===== src/rtl/mult_share_sched.sv =====
// mult_share_sched: round-robin scheduler sharing one 4x4 shift-add multiplier
// core among NREQ requesters. Handles core flush, START/READY sequencing,
// a watchdog on the core, and a one-hot response handshake per requester.
module mult_share_sched #(
    parameter int unsigned NREQ    = 4,
    parameter int unsigned TIMEOUT = 15,
    parameter int unsigned TW      = 4
) (
    input  logic                CK,
    input  logic                RSTN,
    input  logic [NREQ-1:0]     req_valid,
    input  logic [4*NREQ-1:0]   req_a,
    input  logic [4*NREQ-1:0]   req_b,
    output logic [NREQ-1:0]     req_ready,
    output logic [NREQ-1:0]     rsp_valid,
    input  logic [NREQ-1:0]     rsp_ready,
    output logic [7:0]          rsp_data,
    output logic                rsp_err,
    output logic                busy,
    output logic                MUL_START,
    output logic [3:0]          MUL_A,
    output logic [3:0]          MUL_B,
    input  logic                MUL_READY,
    input  logic [7:0]          MUL_P
);

    localparam int unsigned IW  = $clog2(NREQ);
    localparam int unsigned IW1 = IW + 1;

    localparam logic [2:0] S_INIT      = 3'd0;
    localparam logic [2:0] S_INIT_WAIT = 3'd1;
    localparam logic [2:0] S_IDLE      = 3'd2;
    localparam logic [2:0] S_SETUP     = 3'd3;
    localparam logic [2:0] S_LAUNCH    = 3'd4;
    localparam logic [2:0] S_BLIND     = 3'd5;
    localparam logic [2:0] S_WAIT      = 3'd6;
    localparam logic [2:0] S_DONE      = 3'd7;

    logic [2:0]      state_q, state_d;
    logic [IW-1:0]   idx_q, idx_d;
    logic [IW-1:0]   rr_q, rr_d;
    logic [TW-1:0]   wd_q, wd_d;
    logic            blind_q, blind_d;

    logic            start_d;
    logic [3:0]      mul_a_d, mul_b_d;
    logic [NREQ-1:0] rsp_valid_d;
    logic [7:0]      rsp_data_d;
    logic            rsp_err_d;
    logic            busy_d;

    logic            gnt_found;
    logic [IW-1:0]   gnt_idx;
    logic [NREQ-1:0] gnt_onehot;
    logic [3:0]      a_sel, b_sel;
    logic            accept;

    // Round-robin search: first pending requester at or after the rr pointer
    always_comb begin
        logic [IW1-1:0] cand;
        gnt_found = 1'b0;
        gnt_idx   = '0;
        cand      = '0;
        for (int i = 0; i < NREQ; i++) begin
            cand = {1'b0, rr_q} + IW1'(i);
            if (cand >= IW1'(NREQ)) begin
                cand = cand - IW1'(NREQ);
            end
            if (!gnt_found && req_valid[cand[IW-1:0]]) begin
                gnt_found = 1'b1;
                gnt_idx   = cand[IW-1:0];
            end
        end
    end

    // Operand mux for the granted requester
    always_comb begin
        a_sel = '0;
        b_sel = '0;
        for (int i = 0; i < NREQ; i++) begin
            if (gnt_idx == IW'(i)) begin
                a_sel = req_a[4*i +: 4];
                b_sel = req_b[4*i +: 4];
            end
        end
    end

    assign gnt_onehot = NREQ'(1) << gnt_idx;
    assign accept     = (state_q == S_IDLE) && gnt_found;
    assign req_ready  = accept ? gnt_onehot : '0;

    // Next-state and next-output decode
    always_comb begin
        state_d     = state_q;
        idx_d       = idx_q;
        rr_d        = rr_q;
        wd_d        = wd_q;
        blind_d     = 1'b0;
        start_d     = 1'b0;
        mul_a_d     = MUL_A;
        mul_b_d     = MUL_B;
        rsp_valid_d = rsp_valid;
        rsp_data_d  = rsp_data;
        rsp_err_d   = rsp_err;

        case (state_q)
            S_INIT: begin
                // flush pulse lands in the first INIT_WAIT cycle
                start_d = 1'b1;
                state_d = S_INIT_WAIT;
            end
            S_INIT_WAIT: begin
                // READY is stale while the flush pulse is out and one cycle after
                blind_d = MUL_START;
                if (!MUL_START && !blind_q && MUL_READY) begin
                    state_d = S_IDLE;
                end
            end
            S_IDLE: begin
                if (accept) begin
                    idx_d   = gnt_idx;
                    rr_d    = (gnt_idx == IW'(NREQ - 1)) ? '0 : gnt_idx + IW'(1);
                    mul_a_d = a_sel;
                    mul_b_d = b_sel;
                    state_d = S_SETUP;
                end
            end
            S_SETUP: begin
                start_d = 1'b1;
                state_d = S_LAUNCH;
            end
            S_LAUNCH: begin
                wd_d    = '0;
                state_d = S_BLIND;
            end
            S_BLIND: begin
                state_d = S_WAIT;
            end
            S_WAIT: begin
                wd_d = wd_q + TW'(1);
                if (MUL_READY) begin
                    rsp_data_d  = MUL_P;
                    rsp_err_d   = 1'b0;
                    rsp_valid_d = NREQ'(1) << idx_q;
                    state_d     = S_DONE;
                end else if (wd_q == TW'(TIMEOUT - 1)) begin
                    rsp_data_d  = '0;
                    rsp_err_d   = 1'b1;
                    rsp_valid_d = NREQ'(1) << idx_q;
                    state_d     = S_DONE;
                end
            end
            S_DONE: begin
                if (rsp_ready[idx_q]) begin
                    rsp_valid_d = '0;
                    // a timed-out core is re-flushed before the next grant
                    state_d     = rsp_err ? S_INIT : S_IDLE;
                end
            end
            default: begin
                state_d = S_INIT;
            end
        endcase

        busy_d = (state_d != S_IDLE);
    end

    // State and registered outputs, synchronous active-low reset
    always_ff @(posedge CK) begin
        if (!RSTN) begin
            state_q   <= S_INIT;
            idx_q     <= '0;
            rr_q      <= '0;
            wd_q      <= '0;
            blind_q   <= 1'b0;
            MUL_START <= 1'b0;
            MUL_A     <= '0;
            MUL_B     <= '0;
            rsp_valid <= '0;
            rsp_data  <= '0;
            rsp_err   <= 1'b0;
            busy      <= 1'b1;
        end else begin
            state_q   <= state_d;
            idx_q     <= idx_d;
            rr_q      <= rr_d;
            wd_q      <= wd_d;
            blind_q   <= blind_d;
            MUL_START <= start_d;
            MUL_A     <= mul_a_d;
            MUL_B     <= mul_b_d;
            rsp_valid <= rsp_valid_d;
            rsp_data  <= rsp_data_d;
            rsp_err   <= rsp_err_d;
            busy      <= busy_d;
        end
    end

endmodule


===== config.mk =====
export PLATFORM = sky130hd
export DESIGN_NAME = mult_share_sched
export DESIGN_NICKNAME = d
export VERILOG_FILES = /design/src/rtl/mult_share_sched.sv
export SDC_FILE = /design/constraint.sdc
export NUM_CORES = 1
export LEC_CHECK = 0
export ABC_AREA = 1
export CELL_PAD_IN_SITES_DETAIL_PLACEMENT = 0
export CELL_PAD_IN_SITES_GLOBAL_PLACEMENT = 1
export CORE_MARGIN = 2
export CORE_UTILIZATION = 27
export CTS_CLUSTER_SIZE = 28
export DETAILED_ROUTE_END_ITERATION = 6
export GPL_ROUTABILITY_DRIVEN = 0
export GPL_TIMING_DRIVEN = 0
export HOLD_SLACK_MARGIN = 0.15
export PLACE_DENSITY = 0.78
export SYNTH_ARGS = -nofsm -noshare
export SYNTH_HDL_FRONTEND = slang
export SYNTH_SLANG_ARGS = --single-unit

===== constraint.sdc =====
create_clock -name CK -period 2.32 [get_ports CK]
set_clock_uncertainty 0.05 [all_clocks]
set_input_delay 0.464 -clock CK [delete_from_list [all_inputs] [get_ports CK]]
set_output_delay 0.464 -clock CK [all_outputs]
set_load 0.005 [all_outputs]

* Yosys cells after proc, flatten, opt, wreduce, memory -nomap -nowiden *
Index checks and enable logic that the tools add are counted.

storage, ports and cells
  logic and storage cells = 116
  input port bits = 51
  output and inout bits = 27
  register bits after elaboration = 35

operators by class
  shift-type cells = 2
  add/sub/neg operators = 9
  equal/unequal tests = 14
  magnitude comparators = 9
  multiplexer cells = 49
  reduce and logical (&&, ||, !) cells = 21

operators with widths
  kind                 number
  $mux 4               12
  $pmux 3 s8           1
  $mux 2               10
  $mux 8               2
  $pmux 4 s2           2
  $lt 2x3->1 const B   5
  $mux 3               5
  $eq 3x3->1 const B   4
  $mux 1               12
  $bmux 1 s2           5
  $ge 3x3->1 const B   3
  $shl 1x2->4 const A  2
  $sub 2x1->2 const B  4
  $add 2x2->3 const B  2
  $eq 3x2->1 const B   2
  $logic_and 1x1->1    6
  $reduce_and 2->1     3
  $reduce_bool 2->1    3
  $logic_not 1->1      5
  $add 4x1->4 const B  1
  $eq 2x2->1 const B   2
  $eq 4x4->1 const B   1
  $add 2x1->3 const B  1
  $eq 3x1->1 const B   1
  other kinds (10)     10

* Logic depth before layout (Yosys ltp) *
Gate-level depths: netlist (run 1).

  word-level depth = 19
  gate-level depth with buffers = 22
  mapped depth without buffers = 21

* Worst setup path after synthesis (run 1) *
OpenSTA, ideal clock, no wires.

  path kind = input -> register
  from = input req_valid[3]
  to = register MUL_A[3]
  arrival time = 2.307 ns
  library setup time = 0.064 ns
  cell stages on the path = 17
  path buffers = 1
  data required time = 2.206 ns
  path slack = -0.100 ns
  cell sequence = inv_1 > nand2_1 > nand3_1 > nand2_2 > nor3_1 > a21oi_1 > ha_1 > clkbuf_1 > nor2_1 > nand2_1 > nand2_1 > o21ai_0 > nand2_1 > o21ai_0 > nand2_1 > nand2_1 > nor2_1

on the way
  cells in the longest elaborated chain, start to end = 17
  elaborated cells on any way between the ends = 32
  classes of those cells = eq/ne: 3; mux: 20; reduce/logical: 9

ends and longest elaborated chain
  item                          line  RTL
  from (decl)                   11    input logic [NREQ-1:0] req_valid,
  $bmux 1 s2                    69    if (!gnt_found && req_valid[cand[IW-1:0]]) begin
  $mux 1 (not written as such)  69
  $mux 1                        69
  $logic_not 1->1               69
  $logic_and 1x1->1             69
  $mux 1                        69
  $logic_not 1->1               69
  $logic_and 1x1->1             69
  $mux 1                        69
  $logic_not 1->1               69
  $logic_and 1x1->1             69
  $mux 2 (*)                    69
  net gnt_idx[0]                53    logic [IW-1:0] gnt_idx;
  $logic_not 2->1               81    if (gnt_idx == IW'(i)) begin
  $mux 4 (3 in series)          81
  $mux 4 (*)                    81
  to (signal assigned)          190   MUL_A <= mul_a_d;
  to (decl)                     21    output logic [3:0] MUL_A,

The timed path passes the listed nets; every way through them passes the cells marked *. The select of a mux whose other input is x is not followed.
A chain may end at the register's enable or synchronous reset.

* Final worst setup path (run 1) *
  from = register rr_q[0]
  to = output req_ready[3]

on the way
  cells in the longest elaborated chain, start to end = 16
  elaborated cells on any way between the ends = 40
  classes of those cells = add/sub: 7; order compare: 4; shift: 1; mux: 21; reduce/logical: 7

ends and longest elaborated chain
  item                                                                  line  RTL
  from (decl)                                                           41    logic [IW-1:0] rr_q, rr_d;
  from (signal assigned)                                                186   rr_q <= rr_d;
  parallel branches: the longest is 13 deep, another holds $add 2x1->3  -
  $mux 2 (*)                                                            69
  net gnt_idx[0]                                                        53
  $shl 1x2->4 (*)                                                       88    assign gnt_onehot = NREQ'(1) << gnt_idx;
  $mux 4 (*)                                                            90    assign req_ready = accept ? gnt_onehot : '0;
  to (decl)                                                             14    output logic [NREQ-1:0] req_ready,

Mark *: on every way through the listed nets, which the timed path passes. The select of a mux whose other input is x is not followed.

==> results of run 1 <==
-- registers in the layout, indices dropped and copies added, names as in the netlist --
register / cells
rsp_data: 8
MUL_A: 4
MUL_B: 4
rsp_valid: 4
wd_q: 4
state_q: 3
idx_q: 2
rr_q: 2
MUL_START: 1
blind_q: 1
busy: 1
rsp_err: 1
-- cell type report --
class	instances	area [sq um]
plain buffers	7	63.8
flip-flops and latches	35	706
clock inverters	1	5.00
clock buffers	7	76.3
inverters	33	146
fillers	795	3850
well taps	99	124
repair buffers	97	916
multi-input cells	243	1410
-- worst max-delay path, stage by stage (launching register included) --
cell and delay, ns:
sky130_fd_sc_hd__dfxtp_2 0.34, sky130_fd_sc_hd__buf_6 0.14, sky130_fd_sc_hd__clkinv_8 0.09, sky130_fd_sc_hd__nand2_8 0.07
sky130_fd_sc_hd__nand3_4 0.09, sky130_fd_sc_hd__nand2_4 0.09, sky130_fd_sc_hd__nand3_4 0.08, sky130_fd_sc_hd__nand3_2 0.08
sky130_fd_sc_hd__nand2_2 0.07, sky130_fd_sc_hd__a21oi_2 0.18, sky130_fd_sc_hd__buf_4 0.17, sky130_fd_sc_hd__ha_4 0.12
sky130_fd_sc_hd__inv_2 0.04, sky130_fd_sc_hd__clkbuf_8 0.12, sky130_fd_sc_hd__nor2_2 0.06, sky130_fd_sc_hd__buf_2 0.12
-- through the flow --
| stage | setup slack [ns] | instance area (sq um) | hold slack (ns) | TNS, ns |
|---|---|---|---|---|
| floorplan | 0.0141 | 2070 | 0.394 | 0 |
| global placement | -1.10 | 2960 | 0.392 | -9.21 |
| detailed placement | -1.12 | 2960 | 0.395 | -9.48 |
| CTS | -0.277 | 3320 | 0.408 | -2.87 |
| global route | -0.492 | 3450 | 0.431 | -4.95 |
| finish | -0.341 | 3450 | 0.400 | -2.33 |
-- layer usage --
metal	up-vias	global-route usage	routed length, um
met5	-	0	0
met4	0	0.0328	43
met3	4	0.0465	409
met2	59	0.251	2830
met1	1038	0.176	2680
li1	1226	-	-
-- cell families after synthesis --
family	count (synthesis)	share of synthesized area
buffers and inverters	42	0.0942
DFF	35	0.343
and+or+nand+nor	183	0.388
AOI/OAI and AO/OA	54	0.138
adders and majority gates	6	0.0367
-- path summary, 6_finish.rpt --
path                   from           end  cells past startpoint
hold / removal    MUL_START       blind_q                      2
hold reg to reg   MUL_START       blind_q                      2
setup reg to reg    rr_q[0]      MUL_A[1]                     22
setup / recovery    rr_q[0]  req_ready[3]                     15
-- cell usage in the layout (no fill, tap or decap), types with 2 or more instances in the layout --
cell / n
sky130_fd_sc_hd__buf_4: 15
sky130_fd_sc_hd__nor2_2: 2
sky130_fd_sc_hd__nand3_4: 3
sky130_fd_sc_hd__buf_2: 6
sky130_fd_sc_hd__nor2_4: 3
sky130_fd_sc_hd__clkdlybuf4s50_1: 69
sky130_fd_sc_hd__nand3_1: 13
sky130_fd_sc_hd__inv_2: 9
sky130_fd_sc_hd__buf_6: 7
sky130_fd_sc_hd__a21oi_2: 7
sky130_fd_sc_hd__nand2_1: 90
sky130_fd_sc_hd__nand2_4: 12
sky130_fd_sc_hd__nor3_1: 4
sky130_fd_sc_hd__ha_1: 2
sky130_fd_sc_hd__nand2_2: 10
sky130_fd_sc_hd__nand3_2: 6
sky130_fd_sc_hd__nor2_1: 33
sky130_fd_sc_hd__ha_4: 4
sky130_fd_sc_hd__o21ai_1: 15
sky130_fd_sc_hd__dfxtp_1: 33
sky130_fd_sc_hd__o21ai_0: 4
sky130_fd_sc_hd__a21oi_1: 24
sky130_fd_sc_hd__inv_4: 2
sky130_fd_sc_hd__or2_2: 2
sky130_fd_sc_hd__clkbuf_8: 6
sky130_fd_sc_hd__clkbuf_1: 3
sky130_fd_sc_hd__dlygate4sd2_1: 4
sky130_fd_sc_hd__inv_1: 19
-- repair_timing --
item                       in CTS  in global routing
setup buffers                  16                  3
gates cloned                    1                  0
resized for setup              74                 45
pin swaps                      28                 47
setup endpoints to repair      12                 12
-- power groups by stage --
stage | clock network (mW) | registers, mW | logic [mW]
finish | 0.417 | 0.656 | 0.851
floorplan | 0 | 0.664 | 0.389
CTS | 0.437 | 0.656 | 0.765
global route | 0.464 | 0.662 | 0.954
global placement | 0 | 0.668 | 0.594
detailed placement | 0 | 0.668 | 0.597
==> metrics.txt, run 1 <==
# TYPE chip_impl_metric gauge
chip_impl_metric{name="final_util",unit=""} 0.473
chip_impl_metric{name="max-cap-violations",unit=""} 0
chip_impl_info{name="synth_commonest_cells",value="sky130_fd_sc_hd__nand2_1 (104), sky130_fd_sc_hd__nor2_1 (36), sky130_fd_sc_hd__dfxtp_1 (35)"} 1
chip_impl_metric{name="worst-r2r-setup-slack",unit="ns"} -0.17
chip_impl_metric{name="die_x",unit="um"} 91.0
chip_impl_info{name="path_class",value="reg2out"} 1
chip_impl_metric{name="clk_path_buf_depth",unit=""} 2
chip_impl_metric{name="vias_per_cell",unit=""} 4.46
chip_impl_metric{name="crit_fanout",unit=""} 8
chip_impl_info{name="failed_checks",value="negative setup slack"} 1
chip_impl_metric{name="die_height",unit="um"} 91.0
chip_impl_metric{name="nets",unit=""} 479
chip_impl_info{name="synth_top_flop_cell",value="sky130_fd_sc_hd__dfxtp_1"} 1
chip_impl_info{name="status",value="complete, but fails checks"} 1
chip_impl_metric{name="finalPower",unit="mW"} 1.92
chip_impl_info{name="synth_top_area_cell",value="sky130_fd_sc_hd__dfxtp_1"} 1
chip_impl_info{name="clock-root-buffer",value="sky130_fd_sc_hd__clkbuf_8"} 1
chip_impl_metric{name="route.antenna.remaining_nets",unit=""} 0
chip_impl_info{name="most_frequent_cell_after_synthesis",value="sky130_fd_sc_hd__nand2_1"} 1
chip_impl_metric{name="synth_cells",unit=""} 320
chip_impl_metric{name="floorplan.die_area",unit="sq um"} 8290
chip_impl_metric{name="report.final.slew_viol_count",unit=""} 0
chip_impl_metric{name="boundaryPins",unit=""} 78
chip_impl_metric{name="worstPathRequired",unit="ns"} 1.81
chip_impl_metric{name="firstDrtPassIters",unit=""} 4
chip_impl_info{name="rsz0062_at_grt",value="true"} 1
chip_impl_metric{name="timing.final.ws_setup",unit="ns"} -0.341
chip_impl_info{name="worstSetupEndpointType",value="output port"} 1
chip_impl_metric{name="numCtsBuffers",unit=""} 5
chip_impl_metric{name="post_synth_num_cell_types",unit=""} 30
chip_impl_metric{name="synth_nets",unit=""} 377
chip_impl_metric{name="area_growth",unit="%"} 68.4
chip_impl_metric{name="final.period_utilization",unit=""} 1.15
chip_impl_metric{name="critPathArrivalTime",unit="ns"} 2.15
chip_impl_metric{name="average_cell_area_after_synthesis",unit="sq um"} 6.39
chip_impl_metric{name="drt_iter0_drc",unit=""} 75
chip_impl_info{name="clock_tree_from_tritoncts",value="yes"} 1
chip_impl_metric{name="yosys.area.top_type_share",unit=""} 0.343
chip_impl_info{name="type_of_the_tightest_min_delay_check",value="reg2reg"} 1
chip_impl_metric{name="numClockSinks",unit=""} 35
chip_impl_metric{name="grt_pass1_wl",unit="um"} 10000
chip_impl_metric{name="power-per-cell-area",unit="nW/um^2"} 558
chip_impl_metric{name="routed_wl",unit="um"} 5960
chip_impl_metric{name="detailroute.via_count",unit=""} 2327
chip_impl_metric{name="number_of_diodes",unit=""} 0
chip_impl_metric{name="vdd_ir_drop_max",unit="mV"} 0.281
chip_impl_metric{name="stdcell_count",unit=""} 522
chip_impl_metric{name="drive_gt1_frac",unit=""} 0.246
chip_impl_metric{name="grt_usage",unit=""} 0.145
chip_impl_info{name="startpoint_type",value="register"} 1
chip_impl_metric{name="switching_share",unit=""} 0.343
chip_impl_metric{name="routedWlPerCell",unit="um"} 11.4
chip_impl_metric{name="synth.cell_area",unit="sq um"} 2050
chip_impl_metric{name="post-route-drc-count",unit=""} 0
chip_impl_metric{name="pwr-share-comb",unit=""} 0.442
chip_impl_metric{name="synth_enable_flop_cells",unit=""} 0
chip_impl_metric{name="total_half_perimeter_wirelength_after_legalization_and_detailed_placement",unit="um"} 4300
chip_impl_metric{name="initial_core_util",unit=""} 0.281
chip_impl_metric{name="grt_max_degree",unit=""} 11
chip_impl_metric{name="insertion_delay",unit="ns"} 0.28
chip_impl_metric{name="total_leakage_power",unit="nW"} 1.43
chip_impl_metric{name="finalSetupViolCount",unit=""} 12
chip_impl_metric{name="clockPowerShare",unit=""} 0.217
chip_impl_metric{name="floorplan.rows",unit=""} 31
chip_impl_info{name="synthTopCellsByArea",value="sky130_fd_sc_hd__dfxtp_1 (34%), sky130_fd_sc_hd__nand2_1 (19%), sky130_fd_sc_hd__a21oi_1 (7.3%)"} 1
chip_impl_metric{name="timing.slew.headroom",unit=""} 0.616
chip_impl_metric{name="ys_warn_count",unit=""} 0
chip_impl_metric{name="seq_area_frac_synth",unit=""} 0.343
chip_impl_metric{name="cts.clk_slew.worst_paths",unit="ns"} 0.07
chip_impl_metric{name="placeableCoreArea",unit="sq um"} 7290
chip_impl_metric{name="post_cts_hold_buffer_count",unit=""} 0
chip_impl_metric{name="synth-async-reset-ratio",unit=""} 0
chip_impl_metric{name="number_of_i_o_port_buffers",unit=""} 77
chip_impl_metric{name="power.sequential.fraction",unit=""} 0.341
chip_impl_metric{name="number_of_global_route_vias_before_repair",unit=""} 2265
chip_impl_metric{name="grt_remaining_overflow",unit=""} 0
chip_impl_metric{name="timing.final.crit_period",unit="ns"} 2.66
chip_impl_metric{name="p_sw",unit="uW"} 660
chip_impl_metric{name="clock_tree.htree_level_count",unit=""} 2
chip_impl_metric{name="max_freq",unit="MHz"} 376
chip_impl_metric{name="worst_pin_slew",unit="ns"} 0.574
chip_impl_metric{name="placed_cells_incl_taps",unit=""} 496
chip_impl_metric{name="power_report.internal_total",unit="mW"} 1.26
chip_impl_metric{name="number_of_antenna_violations_at_the_first_check_in_global_routing",unit=""} 0
chip_impl_metric{name="hold_viol_final",unit=""} 0
chip_impl_metric{name="synth-seq-cells",unit=""} 35
Note: power is estimated with default switching activity, not from simulation.
==> run 2, diff against run 1 <==
--- a/config.mk
+++ b/config.mk
@@ -5,7 +5,7 @@
 export SDC_FILE = /design/constraint.sdc
 export NUM_CORES = 1
 export LEC_CHECK = 0
-export ABC_AREA = 1
+export ABC_AREA = 0
 export CELL_PAD_IN_SITES_DETAIL_PLACEMENT = 0
 export CELL_PAD_IN_SITES_GLOBAL_PLACEMENT = 1
 export CORE_MARGIN = 2
@@ -15,7 +15,7 @@
 export GPL_ROUTABILITY_DRIVEN = 0
 export GPL_TIMING_DRIVEN = 0
 export HOLD_SLACK_MARGIN = 0.15
-export PLACE_DENSITY = 0.78
+export PLACE_DENSITY = 0.76
 export SYNTH_ARGS = -nofsm -noshare
 export SYNTH_HDL_FRONTEND = slang
 export SYNTH_SLANG_ARGS = --single-unit
==> constraint.sdc (replaced) <==
create_clock -name CK -period 2.2 [get_ports CK]
set_clock_uncertainty 0.05 [all_clocks]
set_input_delay 0.44 -clock CK [delete_from_list [all_inputs] [get_ports CK]]
set_output_delay 0.44 -clock CK [all_outputs]
set_load 0.005 [all_outputs]
==> run 2 against run 1 <==
Net effect: the run still ends with negative setup slack left; sequential share of layout area up 0.48 points; synthesized cell count down 28%; global-route usage up 2.0 points.
==> metrics.txt, run 2 <==
# TYPE chip_impl_metric gauge
chip_impl_metric{name="stdcell_count",unit=""} 429
chip_impl_metric{name="finalPower",unit="mW"} 1.71
chip_impl_metric{name="die_height",unit="um"} 87.8
chip_impl_metric{name="numClockSinks",unit=""} 35
chip_impl_metric{name="worst_pin_slew",unit="ns"} 0.462
chip_impl_metric{name="cts.clk_slew.worst_paths",unit="ns"} 0.08
chip_impl_metric{name="timing.final.crit_period",unit="ns"} 2.52
chip_impl_metric{name="drt_iter0_drc",unit=""} 91
chip_impl_metric{name="boundaryPins",unit=""} 78
chip_impl_metric{name="hold_viol_final",unit=""} 0
chip_impl_metric{name="average_cell_area_after_synthesis",unit="sq um"} 8.28
chip_impl_metric{name="finalSetupViolCount",unit=""} 12
chip_impl_metric{name="post_synth_num_cell_types",unit=""} 51
chip_impl_metric{name="firstDrtPassIters",unit=""} 4
chip_impl_metric{name="synth.cell_area",unit="sq um"} 1900
chip_impl_metric{name="worstPathRequired",unit="ns"} 1.71
chip_impl_metric{name="synth-async-reset-ratio",unit=""} 0
chip_impl_metric{name="number_of_diodes",unit=""} 0
chip_impl_metric{name="clock_tree.htree_level_count",unit=""} 2
chip_impl_metric{name="synth_enable_flop_cells",unit=""} 0
chip_impl_metric{name="yosys.area.top_type_share",unit=""} 0.369
chip_impl_info{name="synth_top_flop_cell",value="sky130_fd_sc_hd__dfxtp_1"} 1
chip_impl_metric{name="area_growth",unit="%"} 77.2
chip_impl_metric{name="drive_gt1_frac",unit=""} 0.294
chip_impl_metric{name="clk_path_buf_depth",unit=""} 2
chip_impl_metric{name="total_half_perimeter_wirelength_after_legalization_and_detailed_placement",unit="um"} 4360
chip_impl_metric{name="seq_area_frac_synth",unit=""} 0.369
chip_impl_metric{name="post-route-drc-count",unit=""} 0
chip_impl_metric{name="dpl_worst_slack",unit="ns"} -1.16
chip_impl_info{name="status",value="complete, but fails checks"} 1
chip_impl_metric{name="number_of_i_o_port_buffers",unit=""} 76
chip_impl_info{name="type_of_the_tightest_min_delay_check",value="reg2reg"} 1
chip_impl_info{name="rsz0062_at_grt",value="true"} 1
chip_impl_info{name="layout_common_cells",value="sky130_fd_sc_hd__clkdlybuf4s50_1 (68), sky130_fd_sc_hd__dfxtp_1 (34), sky130_fd_sc_hd__nand2_1 (21), sky130_fd_sc_hd__nor2_1 (20), sky130_fd_sc_hd__buf_4 (17)"} 1
chip_impl_metric{name="grt_pass1_wl",unit="um"} 9890
chip_impl_metric{name="power-per-cell-area",unit="nW/um^2"} 508
chip_impl_info{name="synthTopCellsByArea",value="sky130_fd_sc_hd__dfxtp_1 (37%), sky130_fd_sc_hd__a21oi_1 (6.6%), sky130_fd_sc_hd__o21ai_0 (4.7%)"} 1
chip_impl_metric{name="timing.final.ws_setup",unit="ns"} -0.325
chip_impl_metric{name="fin_area",unit="sq um"} 3360
chip_impl_metric{name="die_x",unit="um"} 87.8
chip_impl_metric{name="post_cts_hold_buffer_count",unit=""} 0
chip_impl_metric{name="vias_per_cell",unit=""} 4.94
chip_impl_metric{name="number_of_antenna_violations_at_the_first_check_in_global_routing",unit=""} 0
chip_impl_info{name="startpoint_type",value="register"} 1
chip_impl_metric{name="final_util",unit=""} 0.495
chip_impl_metric{name="grt_max_degree",unit=""} 14
chip_impl_metric{name="number_of_global_route_vias_before_repair",unit=""} 1982
chip_impl_metric{name="cpPeakStageDelay",unit="ns"} 0.38
chip_impl_metric{name="max_freq",unit="MHz"} 396
chip_impl_metric{name="vdd_ir_drop_max",unit="mV"} 0.219
chip_impl_info{name="synth_top_area_cell",value="sky130_fd_sc_hd__dfxtp_1"} 1
chip_impl_metric{name="synth-seq-cells",unit=""} 35
chip_impl_metric{name="insertion_delay",unit="ns"} 0.30
chip_impl_metric{name="routedLengthMet1",unit="um"} 2790
chip_impl_metric{name="worst_hold_slack",unit="ns"} 0.424
chip_impl_metric{name="critPathArrivalTime",unit="ns"} 2.03
chip_impl_metric{name="initial_core_util",unit=""} 0.279
chip_impl_info{name="worstSetupEndpointType",value="output port"} 1
chip_impl_metric{name="largest_reg_flops",unit=""} 8
chip_impl_metric{name="placement.cell_area",unit="sq um"} 2810
chip_impl_metric{name="routed-wl-met3",unit="um"} 253
chip_impl_metric{name="report.final.slew_viol_count",unit=""} 0
chip_impl_metric{name="grt_usage",unit=""} 0.166
chip_impl_metric{name="placeableCoreArea",unit="sq um"} 6790
chip_impl_info{name="clock-root-buffer",value="sky130_fd_sc_hd__clkbuf_8"} 1
chip_impl_info{name="path_class",value="reg2out"} 1
chip_impl_metric{name="timing.slew.headroom",unit=""} 0.692
chip_impl_metric{name="grt_remaining_overflow",unit=""} 0
chip_impl_metric{name="placed_cells_incl_taps",unit=""} 401
chip_impl_metric{name="final.period_utilization",unit=""} 1.15
chip_impl_metric{name="nets",unit=""} 389
chip_impl_info{name="synth_commonest_cells",value="sky130_fd_sc_hd__dfxtp_1 (35), sky130_fd_sc_hd__a21oi_1 (25), sky130_fd_sc_hd__nand2_1 (24)"} 1
chip_impl_metric{name="numCtsBuffers",unit=""} 5
chip_impl_info{name="failed_checks",value="negative setup slack"} 1
chip_impl_metric{name="routed-wl-met2",unit="um"} 3360
chip_impl_metric{name="total_leakage_power",unit="nW"} 1.28
chip_impl_metric{name="routed_wl",unit="um"} 6490
chip_impl_info{name="timing.critical_path.cells",value="mux2_4 -> nand2_4 -> o221ai_4 -> or2_4 -> ha_4 -> clkbuf_16 -> and2_4 -> buf_6"} 1
chip_impl_info{name="highest_layer",value="met4"} 1
chip_impl_metric{name="ys_warn_count",unit=""} 0
chip_impl_metric{name="max-cap-violations",unit=""} 0
chip_impl_info{name="layout_commonest_cell",value="sky130_fd_sc_hd__clkdlybuf4s50_1"} 1
chip_impl_metric{name="setup-tns-final",unit="ns"} -1.76
chip_impl_info{name="top_register",value="rsp_data"} 1
chip_impl_metric{name="floorplan.rows",unit=""} 30
chip_impl_metric{name="synth_cells",unit=""} 229
chip_impl_metric{name="synth_nets",unit=""} 286
chip_impl_info{name="clock_tree_from_tritoncts",value="yes"} 1
chip_impl_metric{name="crit_fanout",unit=""} 4
chip_impl_metric{name="floorplan.die_area",unit="sq um"} 7710
chip_impl_metric{name="detailroute.via_count",unit=""} 2118
chip_impl_metric{name="routedWlPerCell",unit="um"} 15.1
chip_impl_info{name="crit_slowest_cell",value="sky130_fd_sc_hd__dfxtp_4"} 1
chip_impl_info{name="most_frequent_cell_after_synthesis",value="sky130_fd_sc_hd__dfxtp_1"} 1
chip_impl_metric{name="route.antenna.remaining_nets",unit=""} 0
[run 2: changes by cell type after synthesis, sizes merged, moves of 6 or more]
cell | previous run | this run
a22oi | 0 | 8
inv | 32 | 13
nand3 | 22 | 4
a21oi | 31 | 25
a221oi | 0 | 8
nor2 | 38 | 21
buf | 5 | 11
nand2 | 113 | 24
[run 2: worst max-delay path, delay by kind of cell (launching register included)]
kind | cells | cell delay, ns
muxes | 1 | 0.31
AOI/OAI and AO/OA | 1 | 0.12
adders and majority gates | 1 | 0.17
DFF | 1 | 0.38
buffers and inverters | 2 | 0.24
and+or+nand+nor | 3 | 0.51
[run 2: metal layers]
metal	global-route usage	vias up
met5	0	-
met4	0.0420	0
met3	0.0358	8
met2	0.276	53
met1	0.218	1030
li1	-	1027
[run 2: where the power goes]
part	leakage [nW]	total, mW	internal [mW]	switching, mW
clock	0.0443	0.497	0.226	0.271
combinational	0.956	0.534	0.296	0.239
sequential	0.284	0.674	0.658	0.0161
[run 2: cell type report]
| cell class | instances | area (sq um) |
|---|---|---|
| clock buffer | 5 | 68.8 |
| sequential | 35 | 704 |
| inverter | 14 | 52.6 |
| clock inverter | 3 | 25.0 |
| tap | 96 | 120 |
| multi-input combinational | 162 | 1270 |
| buffer | 15 | 149 |
| timing repair buffer | 99 | 967 |
| fill | 646 | 3430 |
[run 2: worst paths after layout]
check / cells past startpoint / slack, ns / endpoint / start
max: 8 / -0.32 / req_ready[2] / rr_q[1]
min: 2 / 0.42 / rsp_err / rsp_err
max reg2reg: 12 / -0.19 / MUL_A[3] / rr_q[1]
min reg2reg: 2 / 0.42 / rsp_err / rsp_err
[run 2: repair_timing]
action / CTS / global route
resized for setup: 69 / 34
endpoints found under the setup margin: 12 / 12
setup buffers: 14 / 8
pin swaps: 23 / 15
cloned: 1 / 0
[run 2: kinds of logic (layout without fill, tap and decap cells)]
kind of cell	count (synthesis)	count (layout)	share of synthesized area
DFF	35	35	0.369
buffers and inverters	32	136	0.0838
muxes	2	2	0.0178
AOI/OAI and AO/OA	79	79	0.278
adders and majority gates	6	6	0.0396
and+or+nand+nor	75	75	0.212
==> run 3, diff against run 2 <==
--- a/config.mk
+++ b/config.mk
@@ -15,7 +15,7 @@
 export GPL_ROUTABILITY_DRIVEN = 0
 export GPL_TIMING_DRIVEN = 0
 export HOLD_SLACK_MARGIN = 0.15
-export PLACE_DENSITY = 0.76
+export PLACE_DENSITY_LB_ADDON = 0.1
 export SYNTH_ARGS = -nofsm -noshare
 export SYNTH_HDL_FRONTEND = slang
 export SYNTH_SLANG_ARGS = --single-unit
==> constraint.sdc (replaced) <==
create_clock -name CK -period 2.2 [get_ports CK]
set_clock_uncertainty 0.05 [all_clocks]
set_input_delay 0.44 -clock CK [delete_from_list [all_inputs] [get_ports CK]]
set_output_delay 0.44 -clock CK [all_outputs]
set_load 0.02 [all_outputs]
==> run 3 against run 2 <==
Net effect: register-to-register slack better by 0.20 ns; highest routed layer unchanged; non-clock buffer count fell by 7; the run still ends with negative setup slack left; sequential share of layout area is 0.59 points higher; total power grew 5.0%; critical path type unchanged; global-route usage fell by 0.37 points; wire length decreased by 9.7%; clock power up 22%; utilization is 1.4 points lower; critical endpoint unchanged; via count shrank 4.2%.
==> metrics.txt, run 3 (synthesized netlist as in run 2, its figures left out) <==
# TYPE chip_impl_metric gauge
chip_impl_info{name="status",value="complete, but fails checks"} 1
chip_impl_info{name="failed_checks",value="negative setup slack"} 1
chip_impl_metric{name="numCtsBuffers",unit=""} 5
chip_impl_metric{name="floorplan.rows",unit=""} 30
chip_impl_metric{name="crit_fanout",unit=""} 4
chip_impl_metric{name="detailroute.via_count",unit=""} 2030
chip_impl_metric{name="firstDrtPassIters",unit=""} 4
chip_impl_metric{name="drive_gt1_frac",unit=""} 0.270
chip_impl_metric{name="max_freq",unit="MHz"} 407
chip_impl_metric{name="area_growth",unit="%"} 72.3
chip_impl_metric{name="placed_cells_incl_taps",unit=""} 401
chip_impl_metric{name="power-per-cell-area",unit="nW/um^2"} 548
chip_impl_metric{name="grt_remaining_overflow",unit=""} 0
chip_impl_metric{name="number_of_diodes",unit=""} 0
chip_impl_metric{name="sequential_cell_area",unit="sq um"} 704
chip_impl_metric{name="final.period_utilization",unit=""} 1.12
chip_impl_metric{name="grt_pass1_wl",unit="um"} 9740
chip_impl_metric{name="cts.clk_slew.worst_paths",unit="ns"} 0.07
chip_impl_metric{name="floorplan.die_area",unit="sq um"} 7710
chip_impl_metric{name="nets",unit=""} 382
chip_impl_metric{name="worstPathRequired",unit="ns"} 1.71
chip_impl_info{name="layout_commonest_cell",value="sky130_fd_sc_hd__clkdlybuf4s50_1"} 1
chip_impl_metric{name="timing.final.ws_setup",unit="ns"} -0.257
chip_impl_metric{name="die_height",unit="um"} 87.8
chip_impl_metric{name="vias_per_cell",unit=""} 4.81
chip_impl_metric{name="finalSetupViolCount",unit=""} 4
chip_impl_metric{name="clk_path_buf_depth",unit=""} 2
chip_impl_metric{name="number_of_global_route_vias_before_repair",unit=""} 2054
chip_impl_metric{name="clock_tree.htree_level_count",unit=""} 2
chip_impl_metric{name="drt_iter0_drc",unit=""} 63
chip_impl_info{name="path_class",value="reg2out"} 1
chip_impl_metric{name="insertion_delay",unit="ns"} 0.29
chip_impl_metric{name="post-route-drc-count",unit=""} 0
chip_impl_metric{name="number_of_i_o_port_buffers",unit=""} 76
chip_impl_metric{name="routedWlPerCell",unit="um"} 13.9
chip_impl_metric{name="numClockSinks",unit=""} 35
chip_impl_metric{name="timing.final.crit_period",unit="ns"} 2.46
chip_impl_metric{name="total_half_perimeter_wirelength_after_legalization_and_detailed_placement",unit="um"} 4340
chip_impl_info{name="clock-root-buffer",value="sky130_fd_sc_hd__clkbuf_8"} 1
chip_impl_metric{name="grt_max_degree",unit=""} 12
chip_impl_metric{name="route.antenna.remaining_nets",unit=""} 0
chip_impl_metric{name="stdcell_count",unit=""} 422
chip_impl_info{name="crit_slowest_cell",value="sky130_fd_sc_hd__dfxtp_4"} 1
chip_impl_metric{name="final.fill_count",unit=""} 678
chip_impl_info{name="rsz0062_at_grt",value="true"} 1
chip_impl_metric{name="final_util",unit=""} 0.481
chip_impl_metric{name="critPathArrivalTime",unit="ns"} 1.97
chip_impl_metric{name="worst-r2r-setup-slack",unit="ns"} 0.01
chip_impl_info{name="startpoint_type",value="register"} 1
chip_impl_metric{name="largest_reg_flops",unit=""} 8
chip_impl_metric{name="timing.slew.headroom",unit=""} 0.679
chip_impl_info{name="worstSetupEndpointType",value="output port"} 1
chip_impl_metric{name="fin_area",unit="sq um"} 3270
chip_impl_metric{name="worst_pin_slew",unit="ns"} 0.482
chip_impl_metric{name="cpPeakStageDelay",unit="ns"} 0.38
chip_impl_info{name="timing.critical_path.cells",value="mux2_4 -> nand2_4 -> o221ai_4 -> or2_4 -> ha_4 -> clkbuf_16 -> and2_4 -> buf_6"} 1
chip_impl_metric{name="number_of_antenna_violations_at_the_first_check_in_global_routing",unit=""} 0
chip_impl_metric{name="initial_core_util",unit=""} 0.279
chip_impl_info{name="type_of_the_tightest_min_delay_check",value="reg2reg"} 1
chip_impl_metric{name="boundaryPins",unit=""} 78
chip_impl_metric{name="die_x",unit="um"} 87.8
chip_impl_metric{name="vdd_ir_drop_max",unit="mV"} 0.319
chip_impl_metric{name="worst_hold_slack",unit="ns"} 0.419
chip_impl_info{name="top_register",value="rsp_data"} 1
chip_impl_metric{name="placeableCoreArea",unit="sq um"} 6790
chip_impl_metric{name="report.final.slew_viol_count",unit=""} 0
chip_impl_metric{name="max-cap-violations",unit=""} 0
chip_impl_metric{name="grt_usage",unit=""} 0.162
chip_impl_info{name="layout_common_cells",value="sky130_fd_sc_hd__clkdlybuf4s50_1 (68), sky130_fd_sc_hd__dfxtp_1 (34), sky130_fd_sc_hd__nand2_1 (21), sky130_fd_sc_hd__nor2_1 (20), sky130_fd_sc_hd__a21oi_1 (18)"} 1
chip_impl_metric{name="routed_wl",unit="um"} 5860
chip_impl_metric{name="placement.cell_area",unit="sq um"} 2830
chip_impl_metric{name="finalPower",unit="mW"} 1.79
chip_impl_metric{name="hold_viol_final",unit=""} 0
chip_impl_info{name="clock_tree_from_tritoncts",value="yes"} 1
chip_impl_metric{name="multi_input_area",unit="sq um"} 1230
chip_impl_metric{name="total_leakage_power",unit="nW"} 1.26
## run 3: layer usage
| metal | global-route usage | vias up | share of wire |
|---|---|---|---|
| met1 | 0.220 | 955 | 0.48 |
| li1 | - | 1019 | - |
| met3 | 0.0339 | 6 | 0.035 |
| met2 | 0.265 | 50 | 0.47 |
| met4 | 0.0364 | 0 | 0.011 |
| met5 | 0 | - | 0 |
## run 3: final cells by class
type                    instances  share of cell area
multi-input cells             162               0.378
repair buffers                 91               0.270
flip-flops and latches         35               0.216
plain buffers                  16              0.0482
well taps                      96              0.0368
clock buffers                   6              0.0253
inverters                      14              0.0161
clock inverters                 2              0.0107
## run 3: metrics by stage
step	TNS (ns)	setup slack, ns
CTS	-0.982	-0.266
floorplan	0	0.00713
global placement	-10.78	-1.29
detailed placement	-11.02	-1.31
finish	-0.835	-0.257
global route	-1.49	-0.328
## run 3: report_power, final
part	internal [mW]	total (mW)	switching, mW
Sequential	0.658	0.674	0.0155
Clock	0.367	0.604	0.237
Combinational	0.275	0.514	0.239
Total	1.30	1.79	0.492
## run 3: critical path, delay by kind of cell (launching register included)
kind	cells	cell delay (ns)
compound gates	1	0.11
mux	1	0.31
flops	1	0.38
fa+ha+maj	1	0.17
buf+inv	2	0.26
simple gates	3	0.46
## run 3: final timing paths
kind / end / start / cells after the start
worst max-delay path: req_ready[2] / rr_q[1] / 8
worst min-delay path: rsp_valid[2] / rsp_valid[2] / 1
worst max register to register: MUL_A[3] / rr_q[1] / 11
worst min register to register: rsp_valid[2] / rsp_valid[2] / 1
## run 3: timing repair
action / CTS / global route
endpoints found under the hold margin: 0 / 0
hold buffers: 0 / 0
resized for setup: 75 / 30
buffers inserted: 14 / 2
pin swaps: 12 / 21
endpoints found under the setup margin: 12 / 12
